--- config.mk ---
export PLATFORM = sky130hd
export DESIGN_NAME = boltzmann_sampler
export DESIGN_NICKNAME = d
export VERILOG_FILES = /design/src/rtl/boltzmann_sampler.sv
export SDC_FILE = /design/constraint.sdc
export NUM_CORES = 1
export LEC_CHECK = 0
export ABC_AREA = 1
export CAP_MARGIN = 20
export CORE_MARGIN = 5
export CORE_UTILIZATION = 35
export DETAILED_ROUTE_END_ITERATION = 8
export GPL_TIMING_DRIVEN = 0
export MAX_ROUTING_LAYER = met4
export SYNTH_ARGS = -nofsm -noshare
export SYNTH_HDL_FRONTEND = slang
export SYNTH_SLANG_ARGS = --single-unit
--- constraint.sdc ---
create_clock -name clk -period 2.9 [get_ports clk]
set_clock_uncertainty 0.05 [all_clocks]
set_input_delay 0.29 -clock clk [delete_from_list [all_inputs] [get_ports clk]]
set_output_delay 0.29 -clock clk [all_outputs]
set_load 0.05 [all_outputs]
--- src/rtl/boltzmann_sampler.sv ---
// rtl/boltzmann_sampler.sv - collects node on-count and neighbour co-activation counts, streams them out
module boltzmann_sampler #(
    parameter int COUNT_W       = 16,
    parameter int BURN_IN       = 16,
    parameter int NUM_SAMPLES   = 256,
    parameter int SAMPLE_STRIDE = 4
) (
    input  logic               clk,
    input  logic               rst,
    input  logic               start,
    input  logic               node,
    input  logic [3:0]         neighbours,
    output logic               busy,
    output logic               out_valid,
    input  logic               out_ready,
    output logic [2:0]         out_index,
    output logic [COUNT_W-1:0] out_data,
    output logic               out_last,
    output logic               done
);

    localparam int BW = (BURN_IN > 1) ? $clog2(BURN_IN) : 1;
    localparam int NW = (NUM_SAMPLES > 1) ? $clog2(NUM_SAMPLES) : 1;
    localparam int SW = (SAMPLE_STRIDE > 1) ? $clog2(SAMPLE_STRIDE) : 1;

    localparam logic [BW-1:0]      BURN_LAST   = BW'((BURN_IN > 0) ? BURN_IN - 1 : 0);
    localparam logic [NW-1:0]      SAMPLE_LAST = NW'(NUM_SAMPLES - 1);
    localparam logic [SW-1:0]      STRIDE_LAST = SW'(SAMPLE_STRIDE - 1);
    localparam logic [COUNT_W-1:0] CNT_MAX     = '1;

    typedef enum logic [1:0] {
        S_IDLE,
        S_BURN,
        S_SAMPLE,
        S_DRAIN
    } state_t;

    state_t             r_state;
    state_t             w_state_nxt;
    logic [BW-1:0]      r_burn;
    logic [NW-1:0]      r_nsamp;
    logic [SW-1:0]      r_stride;
    logic [2:0]         r_idx;
    logic               r_done;
    logic [COUNT_W-1:0] r_cnt [5];

    logic               w_take;
    logic               w_last_sample;
    logic               w_hs;
    logic               w_last_word;
    logic [4:0]         w_hit;

    // bit 0 is the node itself, bit i+1 is node & neighbours[i]
    assign w_hit         = {{4{node}} & neighbours, node};
    assign w_take        = (r_state == S_SAMPLE) && (r_stride == '0);
    assign w_last_sample = w_take && (r_nsamp == SAMPLE_LAST);
    assign w_hs          = out_valid && out_ready;
    assign w_last_word   = w_hs && (r_idx == 3'd4);

    always_ff @(posedge clk or posedge rst) begin
        if (rst) begin
            r_state <= S_IDLE;
        end else begin
            r_state <= w_state_nxt;
        end
    end

    always_comb begin
        w_state_nxt = r_state;
        case (r_state)
            S_IDLE: begin
                if (start) begin
                    w_state_nxt = (BURN_IN == 0) ? S_SAMPLE : S_BURN;
                end
            end
            S_BURN: begin
                if (r_burn == BURN_LAST) begin
                    w_state_nxt = S_SAMPLE;
                end
            end
            S_SAMPLE: begin
                if (w_last_sample) begin
                    w_state_nxt = S_DRAIN;
                end
            end
            S_DRAIN: begin
                if (w_last_word) begin
                    w_state_nxt = S_IDLE;
                end
            end
            default: w_state_nxt = S_IDLE;
        endcase
    end

    always_ff @(posedge clk or posedge rst) begin
        if (rst) begin
            r_burn   <= '0;
            r_nsamp  <= '0;
            r_stride <= '0;
            r_idx    <= '0;
            r_done   <= 1'b0;
            for (int i = 0; i < 5; i++) begin
                r_cnt[i] <= '0;
            end
        end else begin
            r_done <= w_last_word;
            case (r_state)
                S_IDLE: begin
                    if (start) begin
                        r_burn   <= '0;
                        r_nsamp  <= '0;
                        r_stride <= '0;
                        r_idx    <= '0;
                        for (int i = 0; i < 5; i++) begin
                            r_cnt[i] <= '0;
                        end
                    end
                end
                S_BURN: begin
                    r_burn <= r_burn + 1'b1;
                end
                S_SAMPLE: begin
                    r_stride <= (r_stride == STRIDE_LAST) ? '0 : r_stride + 1'b1;
                    if (w_take) begin
                        r_nsamp <= r_nsamp + 1'b1;
                        // saturate rather than wrap so long runs still give a usable upper bound
                        for (int i = 0; i < 5; i++) begin
                            if (w_hit[i] && (r_cnt[i] != CNT_MAX)) begin
                                r_cnt[i] <= r_cnt[i] + 1'b1;
                            end
                        end
                    end
                end
                S_DRAIN: begin
                    if (w_hs) begin
                        r_idx <= w_last_word ? 3'd0 : r_idx + 3'd1;
                    end
                end
                default: begin
                    r_idx <= '0;
                end
            endcase
        end
    end

    always_comb begin
        busy      = (r_state != S_IDLE);
        out_valid = (r_state == S_DRAIN);
        out_index = out_valid ? r_idx : 3'd0;
        out_last  = out_valid && (r_idx == 3'd4);
        done      = r_done;
        out_data  = '0;
        if (out_valid) begin
            case (r_idx)
                3'd0:    out_data = r_cnt[0];
                3'd1:    out_data = r_cnt[1];
                3'd2:    out_data = r_cnt[2];
                3'd3:    out_data = r_cnt[3];
                3'd4:    out_data = r_cnt[4];
                default: out_data = '0;
            endcase
        end
    end

endmodule
# Word level (Yosys, flattened, before mapping)
# Index checks and enable logic that the tools add are counted.
[classes]
n_addsub = 9
eq_ne = 26
mux = 28
n_bitwise = 1
reduce_logical = 27
[op_table]
columns = ["op", "n"]
rows = [
  ["two-way mux 80 bit", 2],
  ["one-hot mux 80 bit (2 select lines)", 1],
  ["two-way mux 16 bit", 6],
  ["adder 16 x 1 -> 16 bit, second input constant", 5],
  ["!= test 16 bit, second input constant", 5],
  ["one-hot mux 16 bit (5 select lines)", 1],
  ["AND reduction 4 bit", 6],
  ["two-way mux 8 bit", 2],
  ["one-hot mux 8 bit (2 select lines)", 1],
  ["!= test 2 x 1 -> 1 bit, second input constant", 7],
  ["two-way mux 2 bit", 6],
  ["two-way mux 3 bit", 4],
  ["logical AND 1 bit", 10],
  ["adder 8 x 1 -> 8 bit, second input constant", 1],
  ["equality test 8 bit, second input constant", 1],
  ["!= test 2 bit, second input constant", 4],
  ["one-hot mux 2 bit (4 select lines)", 1],
  ["one-hot mux 4 bit (2 select lines)", 1],
  ["nonzero test 2 bit", 4],
  ["equality test 2 bit, second input constant", 3],
  ["equality test 3 x 2 -> 1 bit, second input constant", 2],
  ["one-hot mux 3 bit (2 select lines)", 1],
  ["AND reduction 3 bit", 2],
  ["adder 4 x 1 -> 4 bit, second input constant", 1],
  ["12 further kinds", 14],
]
[word_totals]
register_bits = 100
inputBits = 9
output_inout_bits = 23
word_cells = 102

# Logic depth before layout (Yosys ltp)
[logic_depth]
ltp_word = 6
depth_mapped = 13
ltp_nobuf = 11

# Worst setup path before layout
# Ideal clock, no wire load.
[synth_path]
kind = "register -> output"
start = "register r_idx[2]"
end = "output out_data[7]"
arrival_time_ns = 2.260
t_required_ns = 2.560
setup_slack_ns = 0.300
path_stages_with_launch = 9
cell_sequence = "dfrtp_1 inv_1 buf_1 ha_1 inv_1 clkbuf_1 o22ai_1 nor2_1 a21oi_1"
[synth_via]
elab_chain_len = 3
[synth_lines]
columns = ["element", "line_no", "rtl"]
rows = [
  ["start: declaration", "43", "logic [2:0] r_idx;"],
  ["start signal: assignment", "136", "r_idx <= w_last_word ? 3'd0 : r_idx + 3'd1;"],
  ["equality test 3 bit, or another cell as far along", "154", "case (r_idx)"],
  ["one-hot mux 16 bit (5 select lines) *", "154", ""],
  ["two-way mux 16 bit *", "153", "if (out_valid) begin"],
  ["end: declaration", "17", "output logic [COUNT_W-1:0] out_data,"],
]
# Every way passes the cells marked *; elsewhere a longest branch is shown, timed or not.

# Worst setup path after layout
[layout_path]
start = "register r_idx[2]"
end = "output out_data[10]"
# The elaborated chain is that of the path after synthesis.

==> results.json <==
{
  "synth-async-reset-ratio_pct": 100,
  "finalCritPeriodShare_pct": 97.2,
  "max_freq_mhz": 355,
  "via_count": 6678,
  "synth_top_cells_by_area": "dfrtp_1 36%, nand2_1 16%, nor2_1 7.8%, nand3_1 7.3%, inv_1 6.6%",
  "synth_edf_count": 0,
  "syn_to_final_growth_pct": 15.9,
  "hold_path_class": "input pin to asynchronous set/reset pin",
  "synth-main-ff-cell": "dfrtp_1",
  "postSynthAreaPerCell_sq_um": 6.69,
  "setup_viol": 0,
  "rows": 51,
  "clock-sinks": 100,
  "grtUsageTotal_pct": 19.5,
  "p_leak_uw": 0.00340,
  "yosysMostFrequentCell": "nand2_1",
  "post_cts_buffers": 0,
  "fp.coreArea_sq_um": 19400,
  "start_kind": "flop",
  "fin_total_pwr_uw": 4690,
  "worstSkewPairLatency_ns": 0.37,
  "max_cap_viol_count": 0,
  "routed_wirelength_mm": 20.7,
  "layout_min_cycle_time_ns": 2.82,
  "syn-cell-area_sq_um": 6890,
  "grt_max_degree": 33,
  "via_per_inst": 4.97,
  "wl_met1_mm": 9.96,
  "grt_pass1_vias": 6279,
  "rsz0062_at_grt": "false",
  "drive_above_1_share_pct": 9.35,
  "antenna_found_initial": 0,
  "p_per_area_nw_per_um2": 587,
  "place_hpwl_mm": 16.0,
  "final_cell_area_sq_um": 7990,
  "cpPeakStageDelay_ns": 0.46,
  "drt_first_pass_iters": 5,
  "final_nets": 1103,
  "ys_types": 36,
  "synth_common_cells": "297 x nand2_1, 144 x nor2_1, 121 x inv_1",
  "gp_congestion": 0.979,
  "numCtsBuffers": 9,
  "synth_top_area_cell": "dfrtp_1",
  "die_w_um": 150,
  "worst_slew_pin_slew_ns": 0.728,
  "root_buffer": "clkbuf_16",
  "dr_wl_met3_mm": 1.07,
  "cts_tree": "done",
  "vdd_ir_drop_max_v": 0.000465,
  "ys_warn_count": 0,
  "drt_iter0_markers": 488,
  "drv_slew": 0,
  "yosys.area.top_type_share_pct": 36.3,
  "syn-num-nets": 1059,
  "worst_ep_required_time_ns": 2.56,
  "drc_errors": 0,
  "path_clk_slew_ns": 0.08,
  "routedWlPerCell_um": 15.4,
  "antenna_left": 0,
  "worstSetupEndpointType": "primary output",
  "diodes": 0,
  "hold_buffers": 0,
  "synth_seq_cells": 100,
  "grt_pass1_wl_mm": 33.2,
  "die_h_um": 150,
  "overflow": 0,
  "start_util_pct": 35.5,
  "yosysSeqAreaShare_pct": 36.3,
  "place_area_sq_um": 7610,
  "htreeDepth": 3,
  "arrival_ns": 2.48,
  "crit_fanout": 10,
  "ios": 32,
  "cts_buffer_depth": 2,
  "critical_path_class": "flop to primary output",
  "slew_headroom_pct": 51.5,
  "dr.max_layer_used": "met4",
  "port-buffer-count": 31,
  "synth_cells": 1031,
  "wl_met2_mm": 9.18,
  "status": "finished, final reports clean",
  "cp_cell_sequence": "inv_2 -> buf_4 -> ha_1 -> inv_1 -> buf_4 -> o22ai_1 -> nor3_1 -> nor2_1 -> buf_6",
  "slowest_stage": "dfrtp_2",
  "hold_violations": 0,
  "crit_top_cell": "buf_4",
  "die-area_sq_um": 22600
}
==> critical path: cells and delay by family (launching register included) <==
kind | cells | cell delay [ns]
buffers and inverters | 5 | 0.86
AO/OA/AOI/OAI | 1 | 0.25
adder cells (fa/ha/maj) | 1 | 0.23
flip-flops | 1 | 0.46
AND/OR/NAND/NOR | 2 | 0.32
==> final timing paths <==
kind                       slack (ns)       start  cells after the start      endpoint
min in group clk                 0.46   r_burn[1]                      2     r_burn[1]
max in group asynchronous        1.73         rst                      4     r_cnt[39]
hold / removal                   0.28         rst                      2     r_cnt[69]
setup reg to reg                 0.58  r_state[0]                      7     r_cnt[48]
hold reg to reg                  0.46   r_burn[1]                      2     r_burn[1]
setup / recovery                 0.08    r_idx[2]                      9  out_data[10]
==> sequential cells by signal (all words and copies together) (netlist names) <==
signal,count
r_stride,2
r_idx,3
r_burn,4
r_cnt,80
r_state,2
r_nsamp,8
done,1
==> placed cells by master (no fill, tap or decap), drive strengths merged, types with 2 or more instances in the layout <==
master         instances
nand2                303
o22ai                 26
clkbuf                22
clkdlybuf4s15          5
nand3                103
clkdlybuf4s50         14
xor2                  24
buf                   26
clkinvlp               2
a21oi                 12
or2                    2
ha                    19
nor3                  20
bufinv                 2
inv                  124
nand4                 20
dfrtp                100
xnor2                  2
o21ai                 86
nor2                 157
clkinv                 2
==> repair_timing <==
item / in CTS / in global routing
setup endpoints to repair: 17 / 16
pin swaps: 1 / 1
gates resized for setup: 81 / 27
gates cloned: 0 / 0
==> where the power goes <==
part	switching [uW]	leakage, uW	total [uW]	internal [uW]
clock network	587	0.000161	1380	790
logic	1260	0.00185	1710	457
registers	100	0.00138	1600	1500
total	1940	0.00340	4690	2750
==> metrics by stage <==
stage	utilization [%]	setup TNS (ns)	worst slack [ns]	hold WS, ns	cells
6_report	41.2	0	0.0819	0.275	1345
5_1_grt	41.2	0	0.00100	0.313	1345
4_1_cts	41.0	0	0.00300	0.279	1346
3_5_place_dp	39.2	-5.79	-0.565	0.443	1330
3_3_place_gp	38.9	-5.76	-0.555	0.432	1327
2_1_floorplan	-	0	0.300	0.368	1031
==> per-layer routing <==
layer	vias to the layer above	global-route usage, %
li1	3419	-
met1	3069	26.7
met2	158	29.0
met3	32	4.03
met4	0	5.95
met5	-	-
==> logic make-up (layout without fill, tap and decap cells) <==
logic type | count (synthesis) | count (layout) | synth area share [%]
DFF | 100 | 100 | 36.3
AOI/OAI and AO/OA | 128 | 128 | 10.4
and+or+nand+nor | 608 | 608 | 37.6
adders and majority gates | 19 | 19 | 3.45
muxes | 1 | 1 | 0.145
xor gates and xnor gates | 26 | 26 | 3.30
buffers and inverters | 149 | 198 | 8.75
==> cell type report <==
| cell class | count | area (sq um) |
|---|---|---|
| clock buffer | 10 | 239 |
| clock inverter | 6 | 96.3 |
| tap | 265 | 332 |
| timing repair buffer | 34 | 360 |
| multi-input combinational | 782 | 3840 |
| inverter | 124 | 469 |
| sequential | 100 | 2500 |
| buffer | 24 | 148 |
| fill | 2071 | 11400 |
Note: power is estimated with default switching activity, not from simulation.
